File: src/rtl/pipelined_addsub.sv
// pipelined_addsub: N-bit adder/subtractor, carry split into SEG-bit segments
// one segment per stage, valid/ready flow control through a single global stall
module pipelined_addsub #(
   parameter int N   = 16,
   parameter int SEG = 4
) (
   input  logic         clk,
   input  logic         rst,
   input  logic         in_valid,
   output logic         in_ready,
   input  logic [N-1:0] A,
   input  logic [N-1:0] B,
   input  logic         cin,
   input  logic         sub,
   output logic         out_valid,
   input  logic         out_ready,
   output logic [N-1:0] S,
   output logic         Cout,
   output logic         ovf
);

   localparam int STAGES = N / SEG;

   logic         stall;
   logic [N-1:0] beff;
   logic         c0;

   assign beff = sub ? ~B : B;
   assign c0   = sub ? ~cin : cin;

   for (genvar k = 0; k < STAGES; k++) begin : g_st
      // W: operand bits not yet consumed; SW: sum bits resolved after this stage
      localparam int W  = N - k * SEG;
      localparam int SW = (k + 1) * SEG;

      logic [W-1:0]  a_in;
      logic [W-1:0]  b_in;
      logic          c_in;
      logic          v_in;
      logic [SEG:0]  seg;
      logic [SW-1:0] s_d;
      logic [SW-1:0] s_q;
      logic          c_q;
      logic          v_q;

      if (k == 0) begin : g_head
         assign a_in = A;
         assign b_in = beff;
         assign c_in = c0;
         assign v_in = in_valid;
         assign s_d  = seg[SEG-1:0];
      end else begin : g_body
         assign a_in = g_st[k-1].g_fwd.a_q;
         assign b_in = g_st[k-1].g_fwd.b_q;
         assign c_in = g_st[k-1].c_q;
         assign v_in = g_st[k-1].v_q;
         assign s_d  = {seg[SEG-1:0], g_st[k-1].s_q};
      end

      assign seg = {1'b0, a_in[SEG-1:0]}
                 + {1'b0, b_in[SEG-1:0]}
                 + {{SEG{1'b0}}, c_in};

      // latch this stage's sum segment, its carry and the beat's valid bit
      always_ff @(posedge clk or posedge rst) begin
         if (rst) begin
            v_q <= 1'b0;
            c_q <= 1'b0;
            s_q <= '0;
         end else if (!stall) begin
            v_q <= v_in;
            c_q <= seg[SEG];
            s_q <= s_d;
         end
      end

      if (k < STAGES - 1) begin : g_fwd
         logic [W-SEG-1:0] a_q;
         logic [W-SEG-1:0] b_q;

         // skew the still-unused upper operand segments to the next stage
         always_ff @(posedge clk or posedge rst) begin
            if (rst) begin
               a_q <= '0;
               b_q <= '0;
            end else if (!stall) begin
               a_q <= a_in[W-1:SEG];
               b_q <= b_in[W-1:SEG];
            end
         end
      end else begin : g_tail
         logic ovf_d;
         logic ovf_q;

         // top segment holds both operand sign bits and the result sign bit
         assign ovf_d = (a_in[SEG-1] == b_in[SEG-1])
                     && (seg[SEG-1] != a_in[SEG-1]);

         // register signed overflow alongside the final sum
         always_ff @(posedge clk or posedge rst) begin
            if (rst) begin
               ovf_q <= 1'b0;
            end else if (!stall) begin
               ovf_q <= ovf_d;
            end
         end
      end
   end

   assign stall     = g_st[STAGES-1].v_q && !out_ready;
   assign in_ready  = !stall;
   assign out_valid = g_st[STAGES-1].v_q;
   assign S         = g_st[STAGES-1].s_q;
   assign Cout      = g_st[STAGES-1].c_q;
   assign ovf       = g_st[STAGES-1].g_tail.ovf_q;

endmodule

File: config.mk
export PLATFORM = sky130hd
export DESIGN_NAME = pipelined_addsub
export DESIGN_NICKNAME = d
export VERILOG_FILES = /design/src/rtl/pipelined_addsub.sv
export SDC_FILE = /design/constraint.sdc
export NUM_CORES = 1
export LEC_CHECK = 0
export BUFFER_PORTS_ARGS = -buffer_cell sky130_fd_sc_hd__buf_2
export CORE_MARGIN = 4
export CORE_UTILIZATION = 52
export DETAILED_ROUTE_END_ITERATION = 8
export PLACE_DENSITY_LB_ADDON = 0.12
export SYNTH_ARGS = -nofsm -noshare
export SYNTH_HDL_FRONTEND = slang
export SYNTH_SLANG_ARGS = --single-unit
File: constraint.sdc
create_clock -name clk -period 3 [get_ports clk]
set_clock_uncertainty 0.2 [all_clocks]
set_input_delay 0.15 -clock clk [delete_from_list [all_inputs] [get_ports clk]]
set_output_delay 0.15 -clock clk [all_outputs]
set_load 0.05 [all_outputs]
==> key figures, run 1 <==
Run status
  • Status: completed

Logic synthesis
  • Syn Area/Cell: approximately 9.4 µm²
  • Largest area contributor in the netlist: dfrtp_1
  • Synth top area share: about 56%
  • Synth area leaders: dfrtp_1 (56%), nand2_1 (19%), fa_1 (3.7%)
  • Post-synth EDFFs: 0
  • Count of cell types in the netlist: 28
  • Synth Area in Adders: 7.14%
  • Main combinational cell family by area after synthesis: simple AND/OR/NAND/NOR gates
  • Ys async rst share: between 90% and 100%
  • Mapped cell area: 4350 µm²
  • Compound-Gate Fraction of Synth Area: approximately 6.0%
  • Cells after Synth: ~460
  • Ys flop type: dfrtp_1
  • Most frequent cell after synthesis: nand2_1
  • Simple-Gate Fraction of Synth Area: 22.1%
  • Sequential area share after synthesis: between 50% and 60%
  • Post-synthesis xor/xnor area fraction: 4.23%
  • Multiplexer area fraction after synthesis: less than 1%
  • Seq cells post-synth: 97
  • Syn nets: 522
  • Yosys warns: 0
  • Synth cell count leaders: nand2_1 (225), dfrtp_1 (97), buf_2 (17)

Detailed routing
  • ANT nets after route: 0
  • Via count: around 3,000
  • Final wirelength: about 7600 µm
  • DRT Pass-1 Iters: 4
  • Initial DRC count: a little over 70
  • Via density: 4.67
  • DR WL/cell: 11.7 µm
  • DRC: 0

Floorplan
  • Die Width: 99.4 µm
  • FP Rows: 33
  • Core Area: 8180 µm²
  • Boundary Pins: 58
  • Die Y: about 99 µm
  • Die area: 9880 µm²
  • Initial Util: between 50% and 60%

Global routing
  • GRT Util Overall: 17.1%
  • GR Util met1: 24.6%
  • Vias in the first global route: 3,090
  • Met2 Use GR: approximately 27%
  • Global route hottest layer: met2
  • Overflow after GRT: 0
  • Met3 usage: about 2.6%
  • Initial antenna violation count: 0
  • Largest net degree at the start of global routing: ~110
  • Wire length of the first global-routing pass: approximately 14,000 µm

Cells and area
  • Share of post-route cells with drive strength above 1: 15.2%
  • Multi-input combinational cell area: 1740 µm²
  • Nets: around 600
  • FILL cells: a little under 700
  • Antenna diodes: 0
  • Area occupied by registers: around 2400 µm²
  • P&R area growth vs syn: 19.2%
  • Final Non-Filler Cells: ~650
  • Post-route cell area: just over 5000 µm²

Worst setup path
  • CP Data Required Time: between 2 and 3 ns
  • Crit Path Class: reg2out
  • CP arrival: between 1.5 and 2 ns
  • Worst Setup Start Kind: register
  • Crit-path max FO: 24
  • Kind of end point of the critical path: output pin

Clock network
  • Post-CTS Setup Repair Bufs: 0
  • Hold_buf cts: 28
  • Clk Latency, worst-skew pair: roughly 0.35 ns
  • H-Tree Level Count: 3
  • Root Driver: clkbuf_8
  • Clock Sink Count: 97
  • CTS tree: built
  • Post-CTS sizing: 0
  • Worst-path clk slew: approximately 0.090 ns
  • CTS Buf Count: 9
  • Longest Clk Path Bufs: 2

Pwr
  • Power per cell area: 1000 nW/µm²
  • Clk pwr share: between 10% and 20%
  • Worst vdd ir: 347 µV
  • Psw: 2.15 mW
  • Register share of total power: 42.7%
  • Internal power: about 3 mW
  • Combinational share of power: roughly two fifths
  • Sw frac: between 40% and 50%
  • LEAKAGE: ~2.7 nW

Flow run
  • Max capacitance violation total: 0

Timing
  • Final Max Slew Viols: 0
  • Final setup fails: 0
  • Fin crit period: approximately 2.1 ns
  • Fin crit share: 69.7%
  • Worst slew pin tran: just under 1 ns
  • Rel. slew slack: 35.3%
  • Final Hold Vio Count: 0
  • Fmax: around 480 MHz
  • RSZ-0062 raised after global routing: false
  • Setup_tns: 0 ns

Placement
  • Placed Cells: around 610
  • Placed instance area: between 4000 and 5000 µm²
  • Gpl congestion: ~0.8
  • Post-DP HPWL: ~5000 µm
  • IO Port Bufs: 57

Hold path
  • Worst hold-check path type: in2reg
[final cells by class]
type                       instances  share of cell area, %
sequential                        97                   46.8
inverter                          11                  0.845
multi-input combinational        332                   33.6
tap                              105                   2.54
timing repair buffer              92                   12.4
clock buffer                       9                   2.39
clock inverter                     6                   1.33
[cells by family after synthesis]
kind of cell	after synthesis
compound gates	43
xor+xnor	21
fa+ha+maj	20
buf+inv	35
flops	97
mux	3
simple gates	245
[stage by stage]
stage               total power, mW  hold slack, ns  util, %  worst slack (ns)
finish                         5.20          0.0164     63.4             0.909
global route                   5.66          0.0376     63.4             0.795
CTS                            5.27        0.000768     63.4             0.879
detailed placement             4.40           0.153     57.6             0.946
global placement               4.32           0.146     57.6             0.973
floorplan                      3.91          0.0625        -             0.116
[worst max-delay path, cell delays in order (launching register included)]
cell	delay [ns]
dfrtp_1	0.39
nor2b_4	0.14
inv_2	0.32
buf_4	0.26
buf_2	0.28
[routing by layer]
layer	wire (µm)	share of wire, %
met5	0	0
met3	268	3.5
met1	3860	51
met4	98	1.3
met2	3390	44
[sequential cells by signal, indices dropped and copies added, names as in the netlist]
register / count
g_st.c_q: 3
out_valid: 1
g_st.s_q: 24
g_st.g_fwd.a_q: 24
S: 16
g_st.g_fwd.b_q: 24
ovf: 1
g_st.v_q: 3
Cout: 1
[placed cells by master, fill, tap and decap left out, types with 2 or more instances in the layout]
master         netlist  routed
a211oi_1             2       2
dlygate4sd3_1        0      28
o2111ai_1            3       3
nand2_1            225     225
buf_2               17      57
o21ai_1              2       2
buf_12               0       2
or4_1                3       3
clkbuf_8             0       9
nor2_1               7       7
buf_4                4       5
o21ai_0             15      15
a21boi_0             2       2
nand3_1              4       4
mux2i_1              3       3
dfrtp_1             97      97
fa_1                 8       8
a21o_1               4       4
clkinv_4             0       2
ha_1                12      12
a21oi_1             13      13
inv_1               10       9
xor2_1               7       7
xnor2_1             14      14
nor2b_1              4       4
[final timing paths]
check | start | to | slack (ns) | cells after the start
worst max-delay path | out_valid | in_ready | 0.91 | 4
worst min-delay path | A[3] | g_st[0].c_q | 0.02 | 4
min in group asynchronous | rst | S[2] | 0.36 | 3
max in group asynchronous | rst | g_st[0].g_fwd.b_q[2] | 1.48 | 4
worst max register to register | g_st[2].c_q | Cout | 0.96 | 5
worst min register to register | S[3] | S[3] | 0.27 | 2
[power groups by stage]
stage / clock network (mW) / registers [mW] / logic [mW]
2_1_floorplan: 0 / 2.61 / 1.30
3_3_place_gp: 0 / 2.22 / 2.10
3_5_place_dp: 0 / 2.24 / 2.16
4_1_cts: 0.858 / 2.22 / 2.19
5_1_grt: 0.907 / 2.30 / 2.46
6_report: 0.825 / 2.22 / 2.15
(Power assumes the default switching activity.)
==> run 2, diff against run 1 <==
==> constraint.sdc (replaced) <==
create_clock -name clk -period 1.9 [get_ports clk]
set_clock_uncertainty 0.2 [all_clocks]
set_input_delay 0.095 -clock clk [delete_from_list [all_inputs] [get_ports clk]]
set_output_delay 0.095 -clock clk [all_outputs]
set_load 0.05 [all_outputs]
==> run 2 against run 1 <==
Against the previous run:
- critical path depth rose by 1
- clock power rose by 64%
- core utilization grew 2.1 points
- first-iteration DRC count up 35%
- clock-buffer cell count stayed put
==> key figures, run 2 (same netlist as run 1, synthesis figures left out) <==
Clock network
  • Longest Clk Path Bufs: 2
  • H-Tree Level Count: 3
  • Post-CTS Setup Repair Bufs: 0
  • Clock Sink Count: 97
  • CTS Buf Count: 9
  • CTS tree: built
  • Clk Latency, worst-skew pair: about 0.35 ns
  • Root Driver: clkbuf_8
  • Worst-path clk slew: 0.10 ns

Worst setup path
  • Crit Path Class: reg2reg
  • Crit-path max FO: 2
  • Worst path cell trace: fa_2 > fa_2 > buf_4 > xnor2_2 > o21ai_1
  • CP Data Required Time: approximately 2.0 ns
  • Register-to-register setup slack: approximately 0.031 ns
  • Cell family with most CP delay: adder cells
  • Setup crit end: S[14]
  • WP buf/inv: 1
  • Worst Setup Start Kind: register
  • Worst r2r src: g_st[2].c_q
  • Worst Setup SP: g_st[2].c_q
  • Slowest stage delay, CP: ~0.42 ns
  • Slowest CP cell: dfrtp_1
  • Kind of end point of the critical path: register
  • Worst Reg-to-Reg Cells: 5
  • Most frequent CP cell: fa_2
  • CP arrival: between 1.5 and 2 ns
  • Critical path depth: 5
  • R2R Path End: S[14]

Floorplan
  • Die Y: ~99 µm
  • Die Width: about 100 µm
  • Core Area: just over 8000 µm²
  • Boundary Pins: 58
  • Die area: roughly 9900 µm²
  • FP Rows: 33
  • Initial Util: between 50% and 60%

Hold path
  • Worst hold-check path type: in2reg
  • Hold path depth: 4

Pwr
  • Combinational share of power: a little over two fifths
  • Power per cell area: approximately 1600 nW/µm²
  • Register share of total power: between 40% and 50%
  • LEAKAGE: 2.77 nW
  • Worst vdd ir: between 600 and 700 µV
  • Internal power: approximately 5 mW
  • Sw frac: 41.6%
  • Clk pwr share: 15.8%
  • Total power: 8.55 mW
  • Psw: ~3.6 mW

Detailed routing
  • Initial DRC count: 96
  • Via density: approximately 4.8
  • Final wirelength: between 8000 and 9000 µm
  • Via count: roughly 3,200
  • ANT nets after route: 0
  • DRT Pass-1 Iters: 4
  • DRC: 0
  • DR WL/cell: 12.3 µm

Placement
  • IO Port Bufs: 57
  • Worst slack at placement: -0.0555 ns
  • Post-DP HPWL: 5490 µm
  • Gpl congestion: a little over 0.8

Run status
  • Status: completed

Cells and area
  • Share of post-route cells with drive strength above 1: ~18%
  • Most frequent cells in the layout: nand2_1 (225), dfrtp_1 (97), buf_2 (56)
  • Finished Core Util: between 60% and 70%
  • FILL cells: between 700 and 800
  • P&R area growth vs syn: 23.1%
  • Regs by FF count: g_st.g_fwd.a_q (24), g_st.g_fwd.b_q (24), g_st.s_q (24)
  • Antenna diodes: 0
  • Commonest non-fill, non-tap cell in the layout: nand2_1
  • Nets: 611

Timing
  • Worst slew pin tran: between 0.5 and 0.6 ns
  • Final setup fails: 0
  • Rel. slew slack: around three fifths
  • Final WS setup: 0.0308 ns
  • Fin crit share: just under 100%
  • RSZ-0062 raised after global routing: true
  • Final Max Slew Viols: 0
  • Final Hold Vio Count: 0
  • Fin crit period: 1.87 ns
  • Fmax: 535 MHz

Global routing
  • GRT Util Overall: a little under a fifth
  • Vias in the first global route: 3,239
  • Largest net degree at the start of global routing: 48
  • Wire length of the first global-routing pass: 14,500 µm
  • Overflow after GRT: 0
  • Initial antenna violation count: 0

Flow run
  • Max capacitance violation total: 0
[run 2: final cells by class]
cell class,instances,area (µm²),area share (%)
multi-input combinational,332,1780,33.3
sequential,97,2430,45.4
timing repair buffer,102,763,14.3
clock buffer,9,124,2.32
tap,105,131,2.46
inverter,11,47.5,0.889
clock inverter,7,76.3,1.43
[run 2: worst min-delay path: stages]
cell and delay [ns]:
buf_2 0.09, ha_1 0.18, xnor2_1 0.13, o21ai_0 0.07
[run 2: how the worst min path moves through the flow]
| stage | start | slack (ns) | endpoint |
|---|---|---|---|
| 6_report | A[2] | 0.06 | g_st[0].s_q[2] |
| 5_1_grt | A[2] | 0.08 | g_st[0].s_q[2] |
| 4_1_cts | A[2] | 0.05 | g_st[0].s_q[2] |
| 3_5_place_dp | rst | -0.006 | S[2] |
| 3_3_place_gp | rst | -0.009 | S[4] |
| 2_1_floorplan | A[14] | 0.007 | g_st[0].g_fwd.a_q[10] |
[run 2: power groups by stage]
stage               Clock [mW]  Sequential (mW)  Combinational (mW)
floorplan                    0             4.12                2.07
global placement             0             3.51                3.47
detailed placement           0             3.55                3.58
CTS                       1.40             3.51                3.65
global route              1.49             3.62                4.18
finish                    1.35             3.50                3.69
[run 2: through the flow]
step                instances  area [µm²]  hold slack, ns   TNS (ns)
global placement          617        4820        -0.00872  -0.000160
finish                    663        5350          0.0642          0
CTS                       663        5330          0.0465          0
detailed placement        617        4820        -0.00615     -0.103
floorplan                 464        4390         0.00745    -0.0673
global route              663        5350          0.0766    -0.0526
[run 2: layer usage]
metal  track usage [%]  wire (µm)  vias up
li1                  -          -     1631
met1              26.1       3970     1495
met2              28.4       3840       47
met3              2.66        240        9
met4              6.30        123        0
met5                 0          0        -
[run 2: what timing repair did]
action | CTS | global route
resized for setup | 3 | 7
pin swaps | 0 | 5
cloned | 0 | 0
setup endpoints to repair | 5 | 7
endpoints found under the hold margin | 67 | 0
hold buffers | 30 | 0
